**config.mk**
```make
export PLATFORM = sky130hd
export DESIGN_NAME = fb_blitter
export DESIGN_NICKNAME = d
export VERILOG_FILES = /design/src/rtl/fb_blitter.sv
export SDC_FILE = /design/constraint.sdc
export NUM_CORES = 1
export LEC_CHECK = 0
export ABC_AREA = 0
export CORE_UTILIZATION = 28
export CTS_CLUSTER_SIZE = 25
export DETAILED_ROUTE_END_ITERATION = 8
export PLACE_DENSITY = 0.48
export SLEW_MARGIN = 20
export SYNTH_ARGS = -nofsm -noshare
export SYNTH_HDL_FRONTEND = slang
export SYNTH_SLANG_ARGS = --single-unit
```
**constraint.sdc**
```tcl
create_clock -name clk -period 4.97 [get_ports clk]
set_input_delay 0.994 -clock clk [delete_from_list [all_inputs] [get_ports clk]]
set_output_delay 0.994 -clock clk [all_outputs]
set_load 0.05 [all_outputs]
```
**src/rtl/fb_blitter.sv**
```systemverilog
// rtl/fb_blitter.sv - framebuffer blitter: scaled copy from main RAM, or clear
module fb_blitter #(
  parameter int SRC_BASE  = 'h100,
  parameter int SRC_COLS  = 8,
  parameter int SRC_ROWS  = 32,
  parameter int SCALE     = 2,
  parameter int FB_BASE   = 0,
  parameter int FB_STRIDE = 16,
  parameter int FB_AW     = 10
) (
  input  logic             clk,
  input  logic             reset,
  input  logic             start,
  input  logic             mode,
  output logic             busy,
  output logic             done,
  output logic [11:0]      main_ram_read_address,
  input  logic [7:0]       main_ram_out,
  output logic [FB_AW-1:0] fb_write_address,
  output logic             fb_write_enable,
  output logic [7:0]       fb_ram_in
);

  typedef enum logic [2:0] {IDLE, READ, WAIT, WRITE, CLEAR} state_t;

  // Copy walks source coordinates; clear reuses the same counters as
  // destination coordinates, hence the two sets of limits.
  localparam logic [15:0] LAST_COL  = 16'(SRC_COLS - 1);
  localparam logic [15:0] LAST_ROW  = 16'(SRC_ROWS - 1);
  localparam logic [15:0] LAST_DCOL = 16'(SRC_COLS * SCALE - 1);
  localparam logic [15:0] LAST_DROW = 16'(SRC_ROWS * SCALE - 1);
  localparam logic [1:0]  LAST_SUB  = 2'(SCALE * SCALE - 1);

  state_t             state_q, state_d;
  logic [15:0]        row_q, row_d;
  logic [15:0]        col_q, col_d;
  logic [1:0]         sub_q, sub_d;
  logic [7:0]         byte_q, byte_d;
  logic               busy_q, busy_d;
  logic               done_q, done_d;
  logic [11:0]        rd_addr_q, rd_addr_d;
  logic [FB_AW-1:0]   wr_addr_q, wr_addr_d;
  logic               wr_en_q, wr_en_d;
  logic [7:0]         wr_data_q, wr_data_d;

  logic [1:0]         beat_sub;
  logic [7:0]         beat_byte;
  logic [15:0]        beat_row;
  logic [15:0]        beat_col;
  logic [FB_AW-1:0]   beat_addr;
  logic [7:0]         beat_data;

  // Address arithmetic deliberately truncates to the port width.
  function automatic logic [11:0] src_addr(input logic [15:0] r, input logic [15:0] c);
    return 12'(SRC_BASE + SRC_COLS * int'(r) + int'(c));
  endfunction

  function automatic logic [FB_AW-1:0] dst_addr(input logic [15:0] r, input logic [15:0] c);
    return FB_AW'(FB_BASE + FB_STRIDE * int'(r) + int'(c));
  endfunction

  // Doubles each pixel of a nibble horizontally; MSB is the leftmost pixel.
  function automatic logic [7:0] dbl(input logic [3:0] n);
    return {n[3], n[3], n[2], n[2], n[1], n[1], n[0], n[0]};
  endfunction

  // Address and data of the write beat to present next: beat 0 when leaving
  // WAIT (byte straight from RAM), otherwise the beat after the current one.
  always_comb begin
    beat_sub  = (state_q == WAIT) ? 2'd0 : sub_q + 2'd1;
    beat_byte = (state_q == WAIT) ? main_ram_out : byte_q;
    beat_row  = (SCALE == 2) ? {row_q[14:0], beat_sub[1]} : row_q;
    beat_col  = (SCALE == 2) ? {col_q[14:0], beat_sub[0]} : col_q;
    beat_addr = dst_addr(beat_row, beat_col);
    if (SCALE == 2) begin
      beat_data = beat_sub[0] ? dbl(beat_byte[3:0]) : dbl(beat_byte[7:4]);
    end else begin
      beat_data = beat_byte;
    end
  end

  // Next-state and next-output logic; every output is computed one cycle
  // ahead so that the ports come straight from flops.
  always_comb begin
    state_d   = state_q;
    row_d     = row_q;
    col_d     = col_q;
    sub_d     = sub_q;
    byte_d    = byte_q;
    done_d    = 1'b0;
    rd_addr_d = rd_addr_q;
    wr_en_d   = 1'b0;
    wr_addr_d = wr_addr_q;
    wr_data_d = wr_data_q;
    case (state_q)
      IDLE: begin
        if (start) begin
          row_d = '0;
          col_d = '0;
          sub_d = '0;
          if (mode) begin
            state_d   = CLEAR;
            wr_en_d   = 1'b1;
            wr_addr_d = dst_addr('0, '0);
            wr_data_d = 8'h00;
          end else begin
            state_d   = READ;
            rd_addr_d = src_addr('0, '0);
          end
        end
      end
      READ: begin
        state_d = WAIT;
      end
      WAIT: begin
        state_d   = WRITE;
        byte_d    = main_ram_out;
        sub_d     = '0;
        wr_en_d   = 1'b1;
        wr_addr_d = beat_addr;
        wr_data_d = beat_data;
      end
      WRITE: begin
        if (sub_q == LAST_SUB) begin
          if (col_q == LAST_COL) begin
            col_d = '0;
            row_d = row_q + 16'd1;
          end else begin
            col_d = col_q + 16'd1;
          end
          if (col_q == LAST_COL && row_q == LAST_ROW) begin
            state_d = IDLE;
            done_d  = 1'b1;
          end else begin
            state_d   = READ;
            rd_addr_d = src_addr(row_d, col_d);
          end
        end else begin
          sub_d     = sub_q + 2'd1;
          wr_en_d   = 1'b1;
          wr_addr_d = beat_addr;
          wr_data_d = beat_data;
        end
      end
      CLEAR: begin
        if (col_q == LAST_DCOL && row_q == LAST_DROW) begin
          state_d = IDLE;
          done_d  = 1'b1;
        end else begin
          if (col_q == LAST_DCOL) begin
            col_d = '0;
            row_d = row_q + 16'd1;
          end else begin
            col_d = col_q + 16'd1;
          end
          wr_en_d   = 1'b1;
          wr_addr_d = dst_addr(row_d, col_d);
          wr_data_d = 8'h00;
        end
      end
      default: begin
        state_d = IDLE;
      end
    endcase
    busy_d = (state_d != IDLE);
  end

  // State and output registers; reset aborts any operation without done.
  always_ff @(posedge clk) begin
    if (reset) begin
      state_q   <= IDLE;
      row_q     <= '0;
      col_q     <= '0;
      sub_q     <= '0;
      byte_q    <= '0;
      busy_q    <= 1'b0;
      done_q    <= 1'b0;
      rd_addr_q <= '0;
      wr_addr_q <= '0;
      wr_en_q   <= 1'b0;
      wr_data_q <= '0;
    end else begin
      state_q   <= state_d;
      row_q     <= row_d;
      col_q     <= col_d;
      sub_q     <= sub_d;
      byte_q    <= byte_d;
      busy_q    <= busy_d;
      done_q    <= done_d;
      rd_addr_q <= rd_addr_d;
      wr_addr_q <= wr_addr_d;
      wr_en_q   <= wr_en_d;
      wr_data_q <= wr_data_d;
    end
  end

  assign busy                  = busy_q;
  assign done                  = done_q;
  assign main_ram_read_address = rd_addr_q;
  assign fb_write_address      = wr_addr_q;
  assign fb_write_enable       = wr_en_q;
  assign fb_ram_in             = wr_data_q;

endmodule
```
==> reports/summary.md <==
The run finished with clean final reports. The largest driver fanout on the critical path came out at 11. The critical path starts at col_q[6]. The tools report the iteration-0 DRC count of the detailed router as 230. Fraction of the core area covered by cells at the end of the flow: 34.21%. The most crowded layer after global routing is met2.

The logs give 0 for the final-report max-slew violation count and 604 for the count of mapped cells out of synthesis. The number of clock buffers added by TritonCTS is 9. The run gives 0 as the initial antenna violation count. The run gives 0 as the antenna diode count.

For this run, the register share of the synthesized area comes to 30.44%. The initial cell density of the core is 29.04%. The worst hold path belongs to the class flop to flop. Cell with the largest stage delay on the worst path: sky130_fd_sc_hd__or4_4. The signal arrival time at the worst endpoint was 4.53 ns. The tools report the clock tree root driver cell as sky130_fd_sc_hd__clkbuf_16. The global-route wire length before repair is 22.57 mm, and the via-per-instance ratio is 5.307. Cell with the most instances on the worst path: sky130_fd_sc_hd__nor2_1. The floorplan step defined a die boundary enclosing 17910 µm².

Across the VDD grid, the largest voltage drop is 0.1501 mV. Leaving out fill and tap cells, the most frequent cells in the layout are sky130_fd_sc_hd__dfxtp_1, sky130_fd_sc_hd__nor2_1, sky130_fd_sc_hd__a21oi_1, sky130_fd_sc_hd__nand2_1, sky130_fd_sc_hd__clkdlybuf4s50_1. Routability-driven placement finished with a final weighted congestion of 0.8329. Maximum achievable frequency: 235.4 MHz.

The most critical setup path has its endpoint at main_ram_read_address[11]. At the end of the flow, the number of nets in the layout was 661. The number of enable-type register cells in the synthesized netlist works out to 0. After clock tree synthesis, the flow added hold-fix buffers numbering 0.

In this run the power density over the cells is 279.3 nW/µm². Origin of the critical flop-to-flop path: col_q[6]. After detailed routing, the average wire length per cell comes to 16.37 µm. The sum of net half-perimeters after detailed placement is 10.15 mm, and the area added between synthesis and finish is 17.81%. The die is 133.8 µm wide. The synthesis-stage register bit count is 74.

The tools report the maximum number of pins on one net before global-route repair as 51. Final hold slack: 0.4683 ns. The later pin in the worst-skew pair is clocked with a latency of 0.35 ns. Post-CTS timing repair inserted 0 buffers for setup. The number of global-route vias before repair came out at 4149. The clock skew after layout came out at 0.009017 ns.

For this run, the slowest stage of the critical path takes 0.70 ns. The worst setup path is of the flop to flop kind. For the placement row count, the log shows 47.

In the global route stage, met1 resource usage came out at 21.84%. The run gives 0.001602 W as the total power. Setup repair after global routing left no endpoint under its margin.

For the final setup violation count, the log shows 0. The met3 global-route usage came out at 3.930%. The vertical die dimension was 133.8 µm. For the combined area of all synthesized cells, the log shows 4867 µm².

For this block, the via count after detailed routing is 4474. The logs give 24.93% for the met2 global-route usage and 0 for the number of nets with antenna violations after detailed routing. For the count of boundary I/O pins, the log shows 45. Cells with a size suffix above 1 make up 5.939% of the layout.

The data required time at the worst endpoint was 5.26 ns; the mean instance size in the synthesized netlist was 8.058 µm². The pre-antenna-repair detailed-routing pass consisted of 5 iterations. The tools report the placeable core region as 16760 µm².

Gates resized during post-CTS repair numbered 0. The logs give 3 for the number of H-tree levels and 0 for the residual overflow from global routing. The worst setup path is captured at a flop.

The setup TNS is 0 ns, and the post-CTS clock slew at the launch and capture registers of the worst setup and hold paths is 0.06 ns. The setup check on the worst reg-to-reg path leaves a slack of 0.72 ns. Counting every sink on the clock net gives 74. The fraction of the cycle the final worst path needs came out at 85.46%. The worst setup path is launched from a flop.

The proportion of register bits with asynchronous set or reset after synthesis was 0%. For this run, the total global-route usage over all layers was measured as 16.10%. During placement, the flow inserted port buffers numbering 44.

The net count after synthesis is 647, and the time the worst path needs with I/O delays and setup is 4.247 ns. The slew at the pin closest to its max-slew limit was 0.9999 ns; the number of max-cap violations was 0. The tools report the total number of yosys warnings as 0. In the routed design, unresolved DRC markers number 0. For this block, the routed nets add up to 13.80 mm of wire. For this design the static power due to leakage is 2.231 nW.

The commonest non-fill, non-tap cell in the layout was sky130_fd_sc_hd__dfxtp_1. TritonCTS built the clock tree. The run gives 0 as the final hold violation count. The run gives 2 as the buffer depth of the longest clock path. In this run the critical register-to-register path is captured at main_ram_read_address[11]. The worst reg2reg path depth is 12.

Traced cell by cell, the critical path runs through or4_1 > or4_4 > nor2_1 > xnor2_1 > ha_1 > ha_1 > nor2_1 > nor2_1 > a2111oi_0 > nor3_1 > a2111o_1 > nand3_1. The worst pin sits at a relative slew slack of 33.34%. The most instantiated flip-flop cell in the synthesis netlist was sky130_fd_sc_hd__dfxtp_1.

Count of distinct cell types in the synthesized netlist: 63.
[sequential cells by signal, indices dropped and copies added (netlist names)]
name	count
col_q	16
done	1
sub_q	2
main_ram_read_address	12
busy	1
state_q	3
fb_write_address	10
fb_ram_in	4
fb_write_enable	1
row_q	16
byte_q	8
[logic make-up after synthesis]
kind of cell	after synthesis	share of synthesized area, %
AO/OA/AOI/OAI	145	19.69
XOR/XNOR	40	7.506
adder cells (fa/ha/maj)	31	8.432
buffers and inverters	61	5.887
flip-flops	74	30.44
multiplexers	15	3.187
AND/OR/NAND/NOR	238	24.86
[critical path: cells and delay by family, from the launching register on]
family / cells / cell delay [ns]
AOI/OAI and AO/OA: 2 / 0.90
xor gates and xnor gates: 1 / 0.18
adders and majority gates: 2 / 0.60
DFF: 1 / 0.41
and+or+nand+nor: 7 / 2.10
[report_power, final]
group	total (W)	internal, W	switching (W)
Combinational	0.000230	0.0000766	0.000153
Clock	0.000740	0.000480	0.000261
Sequential	0.000632	0.000614	0.0000176
[final cells by class]
type | instances | area [µm²]
Clock buffer | 12 | 266.5
Clock inverter | 4 | 72.57
Fill cell | 1752 | 11030
Inverter | 14 | 52.55
Multi-Input combinational cell | 469 | 3105
Sequential cell | 74 | 1481
Tap cell | 220 | 275.3
Timing Repair Buffer | 50 | 480.5
[how the worst min path moves through the flow]
stage,from,end,cells after the start,slack [ns]
after floorplan,row_q[15],row_q[15],2,0.46
after global routing,main_ram_read_address[7],main_ram_read_address[7],2,0.49
after detailed placement,main_ram_read_address[1],main_ram_read_address[1],2,0.46
after CTS,main_ram_read_address[7],main_ram_read_address[7],2,0.47
final,main_ram_read_address[7],main_ram_read_address[7],2,0.47
after global placement,main_ram_read_address[9],main_ram_read_address[9],2,0.46
[per-layer routing]
layer,up-vias,routed length [µm]
met5,-,0
li1,2214,-
met4,0,215
met2,135,6196
met1,2109,6627
met3,16,759
[through the flow]
step / cell area (µm²) / instances / worst slack (ns)
after global routing: 5734 / 843 / 0.4848
after detailed placement: 5395 / 827 / 0.7377
after CTS: 5734 / 843 / 0.7278
after floorplan: 4867 / 604 / 0.7622
after global placement: 5395 / 827 / 0.8341
final: 5734 / 843 / 0.7228
[Yosys cell counts, drive strengths merged, types with 4 or more instances]
cell,number,area share [%]
or3,8,1.0
xor2,17,3.1
nor2b,5,0.64
nor2,74,5.8
o2111ai,5,0.90
and4,7,1.3
nand2,44,3.4
ha,28,7.2
nand4,8,1.2
buf,18,2.6
and3,9,1.2
nand2b,5,0.64
a22oi,10,1.5
a21o,7,1.1
nand3,29,3.0
o21ai,21,2.2
a21oi,57,5.9
xnor2,22,4.0
nand3b,5,0.77
nor3,14,1.4
inv,14,1.1
and2,4,0.51
mux2i,14,2.9
a31oi,7,0.90
or4,8,1.4
a211oi,10,1.5
dfxtp,74,30
nor4,8,1.0
clkbuf,29,2.2
No activity file was read; power rests on OpenSTA's default activity.
